**src/rtl/chad_io_resp.sv**
```systemverilog
// chad_io_resp: chad I/O responder (UART TX FIFO, GPIO, cycle counter under IO_CYCLE_COUNTER_EN)
module chad_io_resp #(
   parameter int WIDTH     = 18,
   parameter int BAUD_DIV  = 434,
   parameter int FIFO_LOG2 = 2,
   parameter int GPIO_BITS = 8
) (
   input  logic                 clk,
   input  logic                 reset,
   input  logic                 io_rd,
   input  logic                 io_wr,
   input  logic [3:0]           io_addr,
   input  logic [WIDTH-1:0]     din,
   output logic [WIDTH-1:0]     dout,
   output logic                 hold,
   output logic                 txd,
   output logic [GPIO_BITS-1:0] gpio
);
   localparam int DEPTH = 1 << FIFO_LOG2;
   localparam int CW = FIFO_LOG2 + 1;
   localparam int BW = $clog2(BAUD_DIV);
   typedef enum logic [1:0] {IDLE, START, DATA, STOP} tx_state_t;
   tx_state_t state, state_n;
   logic [7:0] mem [DEPTH];
   logic [FIFO_LOG2-1:0] wp, rp;
   logic [CW-1:0] count;
   logic [BW-1:0] baud;
   logic [2:0] bit_idx;
   logic [7:0] sh;
   logic served, full, empty, busy, push, pop, wr_ok, bit_end;
   logic [WIDTH-1:0] status, cyc_val, rd_val;
   logic unused_din;
   assign unused_din = ^din;
   assign full = count == CW'(DEPTH);
   assign empty = count == '0;
   assign busy = state != IDLE;
   assign wr_ok = io_wr && !io_rd;
   assign push = wr_ok && io_addr == 4'd0 && !full;
   assign hold = io_rd ? !served : (io_wr && io_addr == 4'd0 && full);
   assign bit_end = baud == '0;
   assign txd = state == START ? 1'b0 : state == DATA ? sh[0] : 1'b1;
   assign status = {{(WIDTH-3){1'b0}}, busy, empty, full};
`ifdef IO_CYCLE_COUNTER_EN
   logic [WIDTH-1:0] cyc;
   assign cyc_val = cyc;
   always_ff @(posedge clk)
      if (reset) cyc <= '0;
      else cyc <= (wr_ok && io_addr == 4'd2) ? din : cyc + WIDTH'(1);
`else
   assign cyc_val = '0;
`endif
   assign rd_val = io_addr == 4'd0 ? status :
                   io_addr == 4'd1 ? WIDTH'(gpio) :
                   io_addr == 4'd2 ? cyc_val : '0;
   always_ff @(posedge clk)
      if (reset) begin
         served <= 1'b0;
         dout <= '0;
         gpio <= '0;
      end else begin
         served <= io_rd && !served;
         if (io_rd && !served) dout <= rd_val;
         if (wr_ok && io_addr == 4'd1) gpio <= din[GPIO_BITS-1:0];
      end
   always_ff @(posedge clk)
      if (push) mem[wp] <= din[7:0];
   always_ff @(posedge clk)
      if (reset) begin
         wp <= '0;
         rp <= '0;
         count <= '0;
      end else begin
         if (push) wp <= wp + FIFO_LOG2'(1);
         if (pop) rp <= rp + FIFO_LOG2'(1);
         count <= count + CW'(push) - CW'(pop);
      end
   // A frame ending with data queued pops on its last STOP clock, so frames abut.
   always_comb begin
      state_n = state;
      pop = 1'b0;
      case (state)
         IDLE: begin
            pop = !empty;
            state_n = empty ? IDLE : START;
         end
         START: state_n = bit_end ? DATA : START;
         DATA: state_n = (bit_end && bit_idx == 3'd7) ? STOP : DATA;
         STOP: begin
            pop = bit_end && !empty;
            state_n = !bit_end ? STOP : empty ? IDLE : START;
         end
         default: state_n = IDLE;
      endcase
   end
   always_ff @(posedge clk)
      if (reset) begin
         state <= IDLE;
         baud <= '0;
         bit_idx <= '0;
         sh <= '0;
      end else begin
         state <= state_n;
         baud <= (pop || bit_end) ? BW'(BAUD_DIV - 1) : baud - BW'(1);
         bit_idx <= state == DATA ? bit_idx + 3'(bit_end) : 3'd0;
         if (pop) sh <= mem[rp];
         else if (state == DATA && bit_end) sh <= sh >> 1;
      end
endmodule

```
**config.mk**
```make
export PLATFORM = sky130hd
export DESIGN_NAME = chad_io_resp
export DESIGN_NICKNAME = d
export VERILOG_FILES = /design/src/rtl/chad_io_resp.sv
export SDC_FILE = /design/constraint.sdc
export NUM_CORES = 1
export LEC_CHECK = 0
export ABC_AREA = 1
export CORE_UTILIZATION = 57
export CTS_CLUSTER_DIAMETER = 120
export DETAILED_ROUTE_END_ITERATION = 7
export DONT_BUFFER_PORTS = 1
export GPL_TIMING_DRIVEN = 0
export PLACE_DENSITY = 0.77
export REMOVE_ABC_BUFFERS = 1
export SLEW_MARGIN = 5
export SYNTH_ARGS = -nofsm -noshare
export SYNTH_HDL_FRONTEND = slang
export SYNTH_SLANG_ARGS = --single-unit
```
**constraint.sdc**
```tcl
create_clock -name clk -period 2.24 [get_ports clk]
set_input_delay 0.56 -clock clk [delete_from_list [all_inputs] [get_ports clk]]
set_output_delay 0.56 -clock clk [all_outputs]
set_load 0.01 [all_outputs]
```
### After elaboration in Yosys (flattened, before gate mapping)

Memory sizes are Yosys's and may differ from the RTL's. A register that Yosys moved wholly into a read port is not among the register bits.
Index checks and enable logic that the tools add are counted.

| word-level totals | value |
|---|---|
| flip-flop bits (word level) | 56 |
| memory bits (writable) | 32 |
| input port bits | 26 |
| output and inout bits | 28 |
| memories kept | 1 |

| cells by class | value |
|---|---|
| add/sub/neg operators | 6 |
| eq/ne operators | 6 |
| multiplexer cells | 18 |
| bitwise logic cells | 1 |
| reductions and logical operators | 23 |

Memories:

| name | words | width | read ports | clocked after Yosys merged registers in | write ports | line | text |
|---|---|---|---|---|---|---|---|
| mem | 4 | 8 | 1 | 1 | 1 | 24 | `logic [7:0] mem [DEPTH];` |

Operator list:

| kind | count |
|---|---|
| 8-bit two-way mux | 4 |
| 1-bit logical AND | 10 |
| 9-bit logical NOT | 1 |
| 9-bit two-way mux | 1 |
| 9-bit by 1-bit subtractor with 9-bit output (second input constant) | 1 |
| 2-bit two-way mux | 4 |
| 2-bit one-hot mux with 4 select lines | 1 |
| 1-bit two-way mux | 7 |
| 3-bit by 1-bit adder with 3-bit output | 2 |
| 3-bit == test (second input constant) | 2 |
| 2-bit by 1-bit adder with 2-bit output (second input constant) | 2 |
| 2-bit == test (second input constant) | 2 |
| 4-bit by 1-bit == test with 1-bit output (second input constant) | 1 |
| 1-bit logical NOT | 4 |
| 4-bit logical NOT | 1 |
| 2-bit nonzero test | 2 |
| 2-bit OR reduction | 2 |
| 3-bit logical NOT | 1 |
| 3-bit by 1-bit subtractor with 3-bit output | 1 |
| 2-bit by 1-bit == test with 1-bit output (second input constant) | 1 |
| 2-bit logical NOT | 1 |
| 1-bit one-hot mux with 2 select lines | 1 |
| 1-bit logical OR | 1 |
| 1-bit NOT | 1 |

### Longest topological paths before layout

| depth | value |
|---|---|
| depth after elaboration | 6 |
| gate-level depth with buffers | 14 |

### Worst setup path before layout

No wires, ideal clock.

| path | value |
|---|---|
| kind | input to register |
| start | input port io_addr[3] |
| end | register count[2] |
| library setup time | 0.128 ns |
| arrival | 2.078 ns |
| required time | 2.112 ns |
| setup slack | 0.034 ns |
| cell stages on the path | 10 |
| path buffers | 0 |
| path through | nor2_1 -> nand2_1 -> nor3_1 -> inv_2 -> nand3_1 -> nand2_1 -> ha_1 -> fa_1 -> xnor2_1 -> nor2_1 |

| between the ends | value |
|---|---|
| longest elaborated chain between the ends | 5 |

Ends and longest elaborated chain:

| what | line | text |
|---|---|---|
| from (decl) | 12 | `input logic [3:0] io_addr,` |
| 4-bit logical NOT | 38 | `assign push = wr_ok && io_addr == 4'd0 && !full;` |
| 1-bit logical AND (2 in series) | 38 |  |
| 3-bit by 1-bit adder with 3-bit output | 75 | `count <= count + CW'(push) - CW'(pop);` |
| 3-bit by 1-bit subtractor with 3-bit output | 75 |  |
| to (signal assigned) | 75 |  |
| to (decl) | 26 | `logic [CW-1:0] count;` |

No other way between the ends.
A chain may end at the register's enable or synchronous reset.

### Worst setup path in the final report

| path | value |
|---|---|
| start | register state[0] |
| end | register count[2] |

| between the ends | value |
|---|---|
| longest elaborated chain between the ends | 3 |
| elaborated cells on any way between the ends | 4 |
| those cells by class | 1 x add/sub; 1 x eq/ne; 1 x mux; 1 x reduce/logical |

Ends and longest elaborated chain:

| what | line | text |
|---|---|---|
| from (decl) | 23 | `tx_state_t state, state_n;` |
| from (signal assigned) | 102 | `state <= state_n;` |
| 2-bit == test or 2-bit logical NOT (tied branches) | 81 | `case (state)` |
| 1-bit one-hot mux with 2 select lines * | 81 |  |
| 3-bit by 1-bit subtractor with 3-bit output * | 75 |  |

Mark *: on every way between the ends. The rest lies on a longest branch, timed or not.

==> metrics <==
Syn Inst Count 415; CTS sink cnt 80; Die X 82.0 um; final WL 7150 um; worst hold path stage count 1; Final period util 95.5%; Max Buffers Root-to-Sink 2; critical-path cell list inv_1, ha_4, a31oi_4, buf_12, nand2_8, nand2_1, nand2_1, ha_1, fa_1, xnor2_1, nor2_1; CP peak stage delay 370 ps; Post-Syn Area 0.00365 sq mm; final hold vios 0; post-route antenna net violation count 0; Max Fclk 468 MHz; worst skew pair latency 370 ps; share of cells above drive strength 1 11.6%; PD cells 1210 mW/mm^2; met2 Use GR 36.3%; critical path capture point type register; gpl congestion 0.771; met1 usage 28.2%; Worst slew margin 47.8%; GRT overflow 0; Ys Warns 0; startpoint type of the worst setup path register; Max-Cap Viols 0; CTS hold repair buffers 0; skew final 11.4 ps; Reg2Reg Depth 11; commonest non-fill, non-tap cell in the layout nand2_1; Starting Density 60.2%; TritonCTS clock tree built; Via density 5.41; FF+latch count, synth 80; hold_ws 257 ps; syn_area_per_cell 8.79 sq um; CORE AREA 0.00606 sq mm; Top Usage Layer GRT met2; Levels on crit path 11; initial antenna violation count 0; post-route non-filler standard cell count 496; Area growth syn-to-layout 8.27%; sequential-to-total area share from yosys stat 52.7%; first-pass GRT wire length 11,200 um; DP HPWL 4680 um; outcome finished clean; commonest cells after routing, fill and taps aside 77 x nand2_1, 50 x nand3_1, 48 x dfxtp_1; P_leak 1.66 nW; worst-path cell with the longest stage delay fa_1; Bufs and invs on worst path 2; total track usage 23.0%; CTS clk-pin slew, worst paths 80 ps; largest net degree at the start of global routing 25; residual DRC count 0; Synth cell types 33; Inserted Diodes 0; Initial DRC Count 196; cell mode on critical path nand2_1; post-route minimum period 2140 ps; CTS Root Cell clkbuf_8; Worst EP required 2500 ps; Buffers on Ports 0; Rows 28; DP Worst Slack -448 ps; crit path kind reg -> reg; Layout fillers 502; Finished Core Util 65.1%; WL/cell 14.4 um; PnR Total Power 0.00479 W; CP delay by family, top adder cells; Placed Cells 473; H-Tree Level Count 3; crit path max fanout 10; TritonCTS buffer count 9; via count 2,685; M3 GR Usage 5.33%; Hold Crit Class in -> reg; vias in the first global route 2,434; nets 457; CP arrival 2400 ps; Worst VDD drop 0.753 mV; Die Span Y 82.0 um; Pre-antenna DRT Iters 4; Worst Tran Pin Value 780 ps; Final WS setup 101 ps; die area 0.00672 sq mm; final setup fails 0; Slew Limit Fails 0; Boundary Pins 54
-- flip-flops by register name (all words and copies together) (netlist names), named ones only --
name and flops:
baud 9, bit_idx 3, count 3, dout 8, gpio 8, mem 32
rp 2, served 1, sh 8, state 2, wp 2
-- final cells by class --
type	count	area (sq um)	share of cell area, %
Sequential cell	80	1920	48.7
Multi-Input combinational cell	266	1460	37.0
Inverter	53	201	5.10
Clock buffer	10	138	3.49
Tap cell	75	93.8	2.38
Clock inverter	6	73.8	1.87
Timing Repair Buffer	6	57.6	1.46
-- kinds of logic (layout without fill, tap and decap cells) --
group                    after synthesis  in the layout  share of synthesized area, %
AND/OR/NAND/NOR                      171            172                          21.0
adder cells (fa/ha/maj)               15             15                          5.35
other                                  1             10                         0.103
buffers and inverters                 79             75                          9.99
AO/OA/AOI/OAI                         62             62                          9.13
XOR/XNOR                               7              7                          1.68
flip-flops                            80             80                          52.7
-- metal layers --
| layer | vias to the layer above | part of all wire (%) | wire length [um] |
|---|---|---|---|
| li1 | 1338 | - | - |
| met1 | 1245 | 43 | 3110 |
| met2 | 86 | 49 | 3470 |
| met3 | 16 | 5.1 | 363 |
| met4 | 0 | 2.9 | 206 |
| met5 | - | 0 | 0 |
-- path summary, 6_finish.rpt --
check / slack (ps) / end / startpoint
worst max-delay path: 100 / count[2] / state[0]
worst min-delay path: 260 / sh[4] / reset
worst max register to register: 100 / count[2] / state[0]
worst min register to register: 480 / sh[1] / sh[1]
-- synth_stat cells --
master / n / area [sq um]
nand3_1: 50 / 250
inv_4: 1 / 6.26
nand3b_1: 3 / 22.5
fa_1: 1 / 20.0
ha_1: 14 / 175
nand2_2: 6 / 37.5
o221ai_1: 3 / 26.3
nor2_4: 2 / 22.5
o22ai_1: 1 / 6.26
dfxtp_1: 48 / 961
clkinv_1: 1 / 3.75
xnor2_1: 3 / 26.3
o21ai_1: 7 / 35.0
o21ai_0: 19 / 95.1
xor2_1: 4 / 35.0
o211ai_1: 1 / 7.51
a31oi_2: 1 / 12.5
conb_1: 1 / 3.75
buf_4: 13 / 97.6
nand4_1: 1 / 6.26
edfxtp_1: 32 / 961
nor3_1: 2 / 10.0
inv_1: 42 / 158
clkbuf_1: 5 / 18.8
buf_6: 1 / 11.3
or2_2: 1 / 6.26
a21oi_1: 30 / 150
buf_2: 7 / 35.0
nor2_1: 27 / 101
nand3_2: 1 / 10.0
nand2_4: 1 / 11.3
nand2_1: 77 / 289
inv_2: 9 / 33.8
-- through the flow --
stage	cell area, sq um	TNS, ps
2_1_floorplan	3520	-223
3_3_place_gp	3610	-1250
3_5_place_dp	3610	-1610
4_1_cts	3860	0
5_1_grt	3950	-3.38
6_report	3950	0
-- power by group --
group	switching, W	leakage, nW	total, W	internal [W]
combinational	0.00107	0.868	0.00177	0.000695
sequential	0.000183	0.682	0.00191	0.00173
clock	0.000555	0.108	0.00112	0.000560
-- worst reg2reg max path, cell delays in order (launching register included) --
cell	delay, ps
dfxtp_1	360
inv_1	120
ha_4	270
a31oi_4	190
buf_12	140
nand2_8	70
nand2_1	60
nand2_1	50
ha_1	190
fa_1	370
xnor2_1	170
nor2_1	50
-- what timing repair did --
action	4_1_cts	5_1_grt
gates resized for setup	4	5
setup endpoints to repair	3	3
setup buffers	2	4
pin swaps	0	2
cloned	0	1
Note: power is estimated with default switching activity, not from simulation.
